[src/rtl/cordic_pkg.sv]
// Shared constants and the response tag carried alongside each operand
// through the vectoring core's fixed-latency pipeline.
package cordic_pkg;

    localparam int CORDIC_W    = 32;
    localparam int CORDIC_FRAC = 20;
    localparam int CORDIC_LAT  = 17;
    localparam int TAG_ID_W    = 3;  // wide enough for up to 8 requesters

    typedef struct packed {
        logic                valid;
        logic [TAG_ID_W-1:0] id;
    } tag_t;

endpackage

[src/rtl/cordic_vec_scheduler_rr_arbiter.sv]
// Round-robin arbiter: grants the first eligible index at or after ptr,
// then moves ptr just past the winner. ptr holds when nothing is granted.
module rr_arbiter #(
    parameter int NREQ = 4,
    parameter int IDW  = $clog2(NREQ)
) (
    input  logic            clk,
    input  logic            rst,
    input  logic [NREQ-1:0] eligible,
    output logic [NREQ-1:0] grant,
    output logic            grant_any,
    output logic [IDW-1:0]  grant_id,
    output logic [IDW-1:0]  ptr
);

    logic [IDW-1:0] idx;

    always_comb begin
        grant     = '0;
        grant_any = 1'b0;
        grant_id  = '0;
        idx       = '0;
        for (int k = 0; k < NREQ; k++) begin
            idx = IDW'((int'(ptr) + k) % NREQ);
            if (!grant_any && eligible[idx]) begin
                grant[idx] = 1'b1;
                grant_any  = 1'b1;
                grant_id   = idx;
            end
        end
    end

    always_ff @(posedge clk or posedge rst) begin
        if (rst) begin
            ptr <= '0;
        end else if (grant_any) begin
            ptr <= (grant_id == IDW'(NREQ - 1)) ? '0 : grant_id + 1'b1;
        end
    end

endmodule

[src/rtl/cordic_vec_scheduler.sv]
// Shares one pipelined CORDIC vectoring core among NREQ requesters and routes
// each result back by id. Optional per-requester grant counters: CORDIC_SCHED_STATS_EN.
module cordic_vec_scheduler
    import cordic_pkg::*;
#(
    parameter int NREQ    = 4,
    parameter int W       = CORDIC_W,
    parameter int LAT     = CORDIC_LAT,
    parameter int MAX_OUT = 4,
    localparam int IDW    = $clog2(NREQ)
) (
    input  logic            clk,
    input  logic            rst,
    input  logic            flush,
    input  logic [NREQ-1:0] req_valid,
    output logic [NREQ-1:0] req_ready,
    input  logic [NREQ*W-1:0] req_x,
    input  logic [NREQ*W-1:0] req_y,
    output logic [W-1:0]    core_x0,
    output logic [W-1:0]    core_y0,
    input  logic [W-1:0]    core_xf,
    input  logic [W-1:0]    core_angle,
    output logic            rsp_valid,
    output logic [IDW-1:0]  rsp_id,
    output logic [W-1:0]    rsp_mag,
    output logic [W-1:0]    rsp_angle,
    output logic            busy
`ifdef CORDIC_SCHED_STATS_EN
    ,
    output logic [NREQ*16-1:0] grant_cnt
`endif
);

    localparam int CW = $clog2(MAX_OUT + 1);

    // Handshake: requester i transfers on a cycle where req_valid[i] && req_ready[i];
    // req_ready is combinational and may be offered only while valid is high.
    // The response side has no backpressure: every rsp_valid cycle is consumed.
    logic [CW-1:0]   outstanding [NREQ];
    logic [NREQ-1:0] eligible;
    logic [NREQ-1:0] grant;
    logic [NREQ-1:0] rsp_hit;
    logic            grant_any;
    logic [IDW-1:0]  grant_id;
    logic [IDW-1:0]  ptr;
    tag_t            tags [LAT];
    tag_t            fin;

    assign fin = tags[LAT-1];

    // rst gates eligibility so the outputs go quiet the instant reset asserts
    always_comb begin
        eligible = '0;
        rsp_hit  = '0;
        for (int i = 0; i < NREQ; i++) begin
            eligible[i] = req_valid[i] && (outstanding[i] < CW'(MAX_OUT)) && !flush && !rst;
            rsp_hit[i]  = fin.valid && (fin.id == TAG_ID_W'(i));
        end
    end

    rr_arbiter #(.NREQ(NREQ), .IDW(IDW)) u_arb (
        .clk      (clk),
        .rst      (rst),
        .eligible (eligible),
        .grant    (grant),
        .grant_any(grant_any),
        .grant_id (grant_id),
        .ptr      (ptr)
    );

    assign req_ready = grant;

    always_comb begin
        core_x0 = '0;
        core_y0 = '0;
        for (int i = 0; i < NREQ; i++) begin
            if (grant[i]) begin
                core_x0 = req_x[i*W +: W];
                core_y0 = req_y[i*W +: W];
            end
        end
    end

    always_ff @(posedge clk or posedge rst) begin
        if (rst) begin
            for (int s = 0; s < LAT; s++) tags[s] <= '0;
        end else if (flush) begin
            for (int s = 0; s < LAT; s++) tags[s] <= '0;
        end else begin
            tags[0] <= '{valid: grant_any, id: TAG_ID_W'(grant_id)};
            for (int s = 1; s < LAT; s++) tags[s] <= tags[s-1];
        end
    end

    always_ff @(posedge clk or posedge rst) begin
        if (rst) begin
            for (int i = 0; i < NREQ; i++) outstanding[i] <= '0;
        end else begin
            for (int i = 0; i < NREQ; i++) begin
                if (flush)                       outstanding[i] <= '0;
                else if (grant[i] && !rsp_hit[i]) outstanding[i] <= outstanding[i] + 1'b1;
                else if (!grant[i] && rsp_hit[i]) outstanding[i] <= outstanding[i] - 1'b1;
            end
        end
    end

    always_comb begin
        rsp_valid = fin.valid;
        rsp_id    = fin.valid ? fin.id[IDW-1:0] : '0;
        rsp_mag   = fin.valid ? core_xf : '0;
        rsp_angle = fin.valid ? core_angle : '0;
        busy      = 1'b0;
        for (int s = 0; s < LAT; s++) busy = busy | tags[s].valid;
    end

`ifdef CORDIC_SCHED_STATS_EN
    always_ff @(posedge clk or posedge rst) begin
        if (rst) begin
            grant_cnt <= '0;
        end else begin
            for (int i = 0; i < NREQ; i++) begin
                if (grant[i] && grant_cnt[i*16 +: 16] != 16'hFFFF)
                    grant_cnt[i*16 +: 16] <= grant_cnt[i*16 +: 16] + 16'd1;
            end
        end
    end
`endif

endmodule

[config.mk]
export PLATFORM = sky130hd
export DESIGN_NAME = cordic_vec_scheduler
export DESIGN_NICKNAME = d
export VERILOG_FILES = /design/src/rtl/cordic_pkg.sv /design/src/rtl/cordic_vec_scheduler_rr_arbiter.sv /design/src/rtl/cordic_vec_scheduler.sv
export SDC_FILE = /design/constraint.sdc
export NUM_CORES = 1
export LEC_CHECK = 0
export CORE_AREA = 5 5 178 180
export DETAILED_ROUTE_END_ITERATION = 8
export DIE_AREA = 0 0 183 185
export SLEW_MARGIN = 5
export SYNTH_ARGS = -nofsm -noshare
export SYNTH_HDL_FRONTEND = slang
export SYNTH_SLANG_ARGS = --single-unit
export TNS_END_PERCENT = 30
[constraint.sdc]
create_clock -name clk -period 5.1 [get_ports clk]
set_input_delay 0.51 -clock clk [delete_from_list [all_inputs] [get_ports clk]]
set_output_delay 0.51 -clock clk [all_outputs]
set_load 0.03 [all_outputs]
## After elaboration in Yosys (flattened, before gate mapping)

Index checks and enable logic that the tools add are counted.
W data, S select, Z words.

- Input bits: 327
- Logic and storage cells: 188
- Bits in registers: 82
- Output and inout port bits: 136

- $add $sub $neg: 12
- Equal/unequal tests: 4
- $lt $le $gt $ge: 12
- Reductions and logical operators: 49
- Bitwise gates (word level): 19
- Muxes and demuxes: 53

Operators by type and width:

| operator | number |
|---|---|
| $mux W32 | 10 |
| $mux W68 | 1 |
| $mux W3 | 12 |
| $logic_and A1 B1 Y1 | 31 |
| $mux W4 | 4 |
| $or A1 B1 Y1 | 16 |
| $logic_not A1 Y1 | 13 |
| $add A3 B1 Y3 const B | 4 |
| $lt A2 B3 Y1 const B | 4 |
| $lt A3 B3 Y1 const B | 4 |
| $mux W1 | 12 |
| $mux W2 | 6 |
| $or A4 B4 Y4 | 3 |
| $reduce_bool A3 Y1 | 4 |
| $sub A3 B1 Y3 const B | 4 |
| $bmux W1 S2 | 4 |
| $demux W1 S2 | 4 |
| $ge A2 B1 Y1 const B | 4 |
| $eq A3 B2 Y1 const B | 2 |
| $add A2 B1 Y2 const B | 2 |
| $add A2 B2 Y2 const B | 2 |
| $eq A3 B1 Y1 const B | 1 |
| $logic_not A3 Y1 | 1 |
| $eq A2 B2 Y1 const B | 1 |

## Depth between registers and ports, before layout

- Depth after elaboration: 21
- Gate-level depth with buffers: 15
- Depth with buffers taken out: 13

## By module

From an unflattened synthesis, not the netlist that was laid out.

- Cells, all modules: 673
- Area total of the unflattened synthesis: 5649.2 um2

Modules (own cells, without submodules):

| module | seq. area each (um2) | area each (um2) | instances | cells each |
|---|---|---|---|---|
| cordic_vec_scheduler | 1576.5 | 4899.7 | 1 | 581 |
| rr_arbiter | 50.0 | 749.5 | 1 | 92 |

## Worst setup path before layout

Ideal clock, no wire load.

- Path type: in2out
- Start: input rst
- End: output core_x0[23]
- Arrival: 3274 ps
- Stages: 10
- Buffers on the path: 3
- Setup slack: 1316 ps
- Cell sequence: buf_6 > or4b_1 > buf_2 > or4_4 > a31oi_4 > o21ai_2 > a211oi_4 > buf_6 > a221oi_2 > o21ai_1

- Longest elaborated chain between the ends: 18
- Elaborated cells between the ends (all ways): 33
- Those cells by class: mux: 19; bitwise: 3; reduce/logical: 11

RTL lines:

| what | line | source |
|---|---|---|
| start, declared | cordic_vec_scheduler.sv:13 | `input logic rst,` |
| $logic_not A1 Y1 (no source line) (*) | - |  |
| $logic_and A1 B1 Y1 | cordic_vec_scheduler.sv:56 | `eligible[i] = req_valid[i] && (outstanding[i] < CW'(MAX_OUT)) && !flush && !rst;` |
| $bmux W1 S2 | cordic_vec_scheduler_rr_arbiter.sv:25 | `if (!grant_any && eligible[idx]) begin` |
| $mux W1 (not written as such) | cordic_vec_scheduler_rr_arbiter.sv:25 |  |
| $mux W1 | cordic_vec_scheduler_rr_arbiter.sv:25 |  |
| $logic_not A1 Y1 | cordic_vec_scheduler_rr_arbiter.sv:25 |  |
| $logic_and A1 B1 Y1 | cordic_vec_scheduler_rr_arbiter.sv:25 |  |
| $mux W1 | cordic_vec_scheduler_rr_arbiter.sv:25 |  |
| $logic_not A1 Y1 | cordic_vec_scheduler_rr_arbiter.sv:25 |  |
| $logic_and A1 B1 Y1 | cordic_vec_scheduler_rr_arbiter.sv:25 |  |
| $mux W1 | cordic_vec_scheduler_rr_arbiter.sv:25 |  |
| $logic_not A1 Y1 | cordic_vec_scheduler_rr_arbiter.sv:25 |  |
| $logic_and A1 B1 Y1 | cordic_vec_scheduler_rr_arbiter.sv:25 |  |
| $mux W4 (*) | cordic_vec_scheduler_rr_arbiter.sv:25 |  |
| $mux W32 (3 in a row) | cordic_vec_scheduler.sv:77 | `if (grant[i]) begin` |
| $mux W32 (*) | cordic_vec_scheduler.sv:77 |  |
| end, declared | cordic_vec_scheduler.sv:19 | `output logic [W-1:0] core_x0,` |

Every way passes the cells marked *; elsewhere a longest branch is shown, timed or not. The select of a mux whose other input is x is not followed.

## Worst setup path in the final report

- Start: input rst
- End: output core_y0[14]

- Longest elaborated chain between the ends: 18
- Elaborated cells between the ends (all ways): 33
- Those cells by class: mux: 19; bitwise: 3; reduce/logical: 11

RTL lines:

| what | line | source |
|---|---|---|
| $logic_not A1 Y1 (no source line) (*) | - |  |
| $logic_and A1 B1 Y1 | cordic_vec_scheduler.sv:56 |  |
| $bmux W1 S2 | cordic_vec_scheduler_rr_arbiter.sv:25 |  |
| $mux W1 (not written as such) | cordic_vec_scheduler_rr_arbiter.sv:25 |  |
| $mux W1 | cordic_vec_scheduler_rr_arbiter.sv:25 |  |
| $logic_not A1 Y1 | cordic_vec_scheduler_rr_arbiter.sv:25 |  |
| $logic_and A1 B1 Y1 | cordic_vec_scheduler_rr_arbiter.sv:25 |  |
| $mux W1 | cordic_vec_scheduler_rr_arbiter.sv:25 |  |
| $logic_not A1 Y1 | cordic_vec_scheduler_rr_arbiter.sv:25 |  |
| $logic_and A1 B1 Y1 | cordic_vec_scheduler_rr_arbiter.sv:25 |  |
| $mux W1 | cordic_vec_scheduler_rr_arbiter.sv:25 |  |
| $logic_not A1 Y1 | cordic_vec_scheduler_rr_arbiter.sv:25 |  |
| $logic_and A1 B1 Y1 | cordic_vec_scheduler_rr_arbiter.sv:25 |  |
| $mux W4 (*) | cordic_vec_scheduler_rr_arbiter.sv:25 |  |
| $mux W32 (3 in a row) | cordic_vec_scheduler.sv:77 |  |
| $mux W32 (*) | cordic_vec_scheduler.sv:77 |  |
| end, declared | cordic_vec_scheduler.sv:20 | `output logic [W-1:0] core_y0,` |

Marked as above.

==> results.toml <==
[status]
outcome = "completed"

[placed_design]
hpwl_um = 23110
placedCellCount = 1487
place.gp.congestion = 0.9205
portBuffers = 462

[critical_path]
path_max_fanout = 29
crit_path_start_kind = "input pin"
critPathArrivalTime_ps = 4380
worst-endpoint-required_ps = 4590
cp_slowest_cell = "clkdlybuf4s50_1"
end_kind = "primary output"
crit_path_cell_trace = "clkdlybuf4s50_1 > or4b_1 > or4_4 > a31oi_4 > o21ai_2 > a211oi_4 > buf_12 > buf_12 > a221oi_2 > o21ai_1 > clkdlybuf4s50_1"
crit_family = "buffers and inverters"
max_stage_delay_ps = 700
crit_type = "in -> out"
crit_buf_inv = 4

[routing]
drt_iter0_drc = 340
wirelength_um = 28650
route.vias.total = 6725
drt_pass1_iterations = 4
drc = 0
wire_per_inst_um = 19.01
drtAntennaViolNets = 0
post_drt_via_cell_ratio = 4.463

[cells_and_area]
finalNonFillerCells = 1507
multiInputGateArea_mm2 = 0.003750
drive_above_1_share_pct = 15.60
fill_cells = 3032
seq_area_mm2 = 0.001627
area_growth_pct = 89.90
post-route-util_pct = 37.35
final_nets = 1443

[power_and_ir_drop]
p_per_area_mw_per_mm2 = 552.6
fin_total_pwr_mw = 6.199
vdd_drop_max_mv = 0.1900
leakagePower_nw = 4.359

[grt]
gr-usage-all-layers_pct = 15.68
grt_pass1_wl_um = 41790
grt-ovfl-total = 0
grt_antenna_before_repair = 1
grt_max_degree = 72
grt_pass1_vias = 6849

[synthesis]
yosysUniqueCellTypes = 60
avgSynthCellArea_um2 = 9.060
synthFlopType = "dfrtp_1"
synthArstFlopShare_pct = 100.0
syn-num-nets = 991
synth_area_leaders = "dfrtp_1, a221oi_2, and2_1"
synth_edf_count = 0
ys_seq_area_share_pct = 27.54
synth_top_cell_area_share_pct = 27.54
synth_warnings = 0
synthCells = 652
syn_area_mm2 = 0.005907
ys_ff_latch = 65
synth_top_area_cell = "dfrtp_1"

[die]
die_h_um = 185
die_w_um = 183
start_util_pct = 19.67
io-pin-count = 463
die_area_mm2 = 0.03386
core_mm2 = 0.03003
rows = 64

[clocking]
clock_tree.root_cell = "clkbuf_16"
htreeDepth = 3
cts.sinks = 65
insertion_delay_ps = 330
numCtsBuffers = 9
cts.path.max_buffers = 2
clk_pin_slew_ps = 50
cts_tree = "built"
cts_hold_buf = 0

[timing]
fin_crit_ps = 4888
max_slew.worst_pin.slew_ps = 722.0
final.period_utilization_pct = 95.85
final-hold-violation-count = 0
skew_ps = 6.281
clock.fmax_mhz = 204.6
setup_viol = 0
finalSetupTns_ps = 0
relSlewSlack_pct = 51.43
slew_viol_final = 0
rsz0062_at_grt = "no"

[worst_hold_path]
hp-class = "reg -> reg"

[flow_run]
cap_violations = 0
==> cell type report <==
class	instances	area share, %
clock inverter	5	0.3346
multi-input combinational	509	33.43
clock buffer	11	2.253
inverter	16	0.5466
tap	396	4.417
antenna	2	0.04462
timing repair buffer	503	44.47
sequential	65	14.50
==> flip-flops by register name, summed over array words and instances, names as in the netlist <==
signal and count:
outstanding 12, fin 2, u_arb.ptr 2, tags 48, rsp_valid 1
==> logic make-up after synthesis <==
kind of cell	count (synthesis)	synth area share, %
compound gates	213	30.25
xor+xnor	5	1.059
fa+ha+maj	12	3.050
buf+inv	78	9.214
flops	65	27.54
mux	20	4.639
simple gates	259	24.25
==> Yosys cell counts (all sizes together) (2+ instances only) <==
library cell    n
inv            16
nor2           34
nor2b          54
fa              4
o31ai           2
nor4b           4
mux2           13
o21ai         131
nor4            4
mux4            4
nand4           3
xnor2           4
nand2          67
ha              8
a21oi           7
and2           72
buf            39
or4b            4
dfrtp          65
a311oi          2
nand3           4
a211oi          2
a221oi         66
or2             2
and3            2
or4             2
and2b           2
mux2i           3
clkbuf         22
nor3b           2
==> path summary, 6_finish.rpt <==
check	start	end	slack, ps	cells past startpoint
worst max-delay path	rst	core_y0[14]	210	11
worst min-delay path	tags[40]$_DFF_PP0_	tags[36]$_DFF_PP0_	460	1
worst max register to register	outstanding[2]$_DFFE_PP0P_	outstanding[8]$_DFFE_PP0P_	1160	11
worst min register to register	tags[40]$_DFF_PP0_	tags[36]$_DFF_PP0_	460	1
max in group asynchronous	rst	outstanding[1]$_DFFE_PP0P_	3360	3
min in group asynchronous	rst	tags[63]$_DFF_PP0_	840	2
==> through the flow <==
| stage | cell area (um^2) | setup WS (ps) | hold slack [ps] |
|---|---|---|---|
| after detailed placement | 10890 | 203.3 | 449.0 |
| after global routing | 11210 | 55.59 | 483.5 |
| after global placement | 10890 | 266.8 | 443.3 |
| after floorplan | 5907 | 1316 | 438.5 |
| after CTS | 11180 | 197.6 | 462.5 |
| final | 11220 | 211.7 | 458.3 |
==> placed cells by master (no fill, tap or decap), drive strengths merged, types with 4 or more instances in the layout <==
master / instances
nand2: 67
mux4: 4
inv: 17
dfrtp: 65
buf: 59
and2: 72
nand3: 4
clkbuf: 11
fa: 4
or4b: 4
nor2b: 54
xnor2: 4
ha: 8
o21ai: 131
a21oi: 7
nor4b: 4
clkdlybuf4s50: 444
nor4: 4
mux2: 13
nor2: 34
a221oi: 66
==> worst register-to-register path: cells and delay by family, from the launching register on <==
kind | cells | cell delay (ps)
AOI/OAI and AO/OA | 2 | 430
adders and majority gates | 1 | 220
buffers and inverters | 2 | 290
DFF | 1 | 450
muxes | 1 | 340
and+or+nand+nor | 5 | 2100
==> power breakdown <==
part | total [mW] | leakage (nW) | switching [mW] | internal, mW
combinational | 5.01 | 3.33 | 2.88 | 2.13
sequential | 0.605 | 0.895 | 0.0353 | 0.570
clock | 0.583 | 0.139 | 0.226 | 0.357
==> routing by layer <==
| metal | part of all wire [%] | wire (um) | GRT usage [%] | up-vias |
|---|---|---|---|---|
| met1 | 42 | 11960 | 20.13 | 3219 |
| li1 | - | - | - | 3231 |
| met2 | 50 | 14280 | 27.07 | 249 |
| met5 | 0 | 0 | 0 | - |
| met4 | 1.5 | 417 | 2.861 | 0 |
| met3 | 6.9 | 1982 | 3.869 | 26 |
==> timing repair <==
| item | 4_1_cts | 5_1_grt |
|---|---|---|
| endpoints found under the setup margin | 0 | 2 |
| buffers inserted | 0 | 2 |
| resized for setup | 0 | 1 |
No activity file was read; power rests on OpenSTA's default activity.
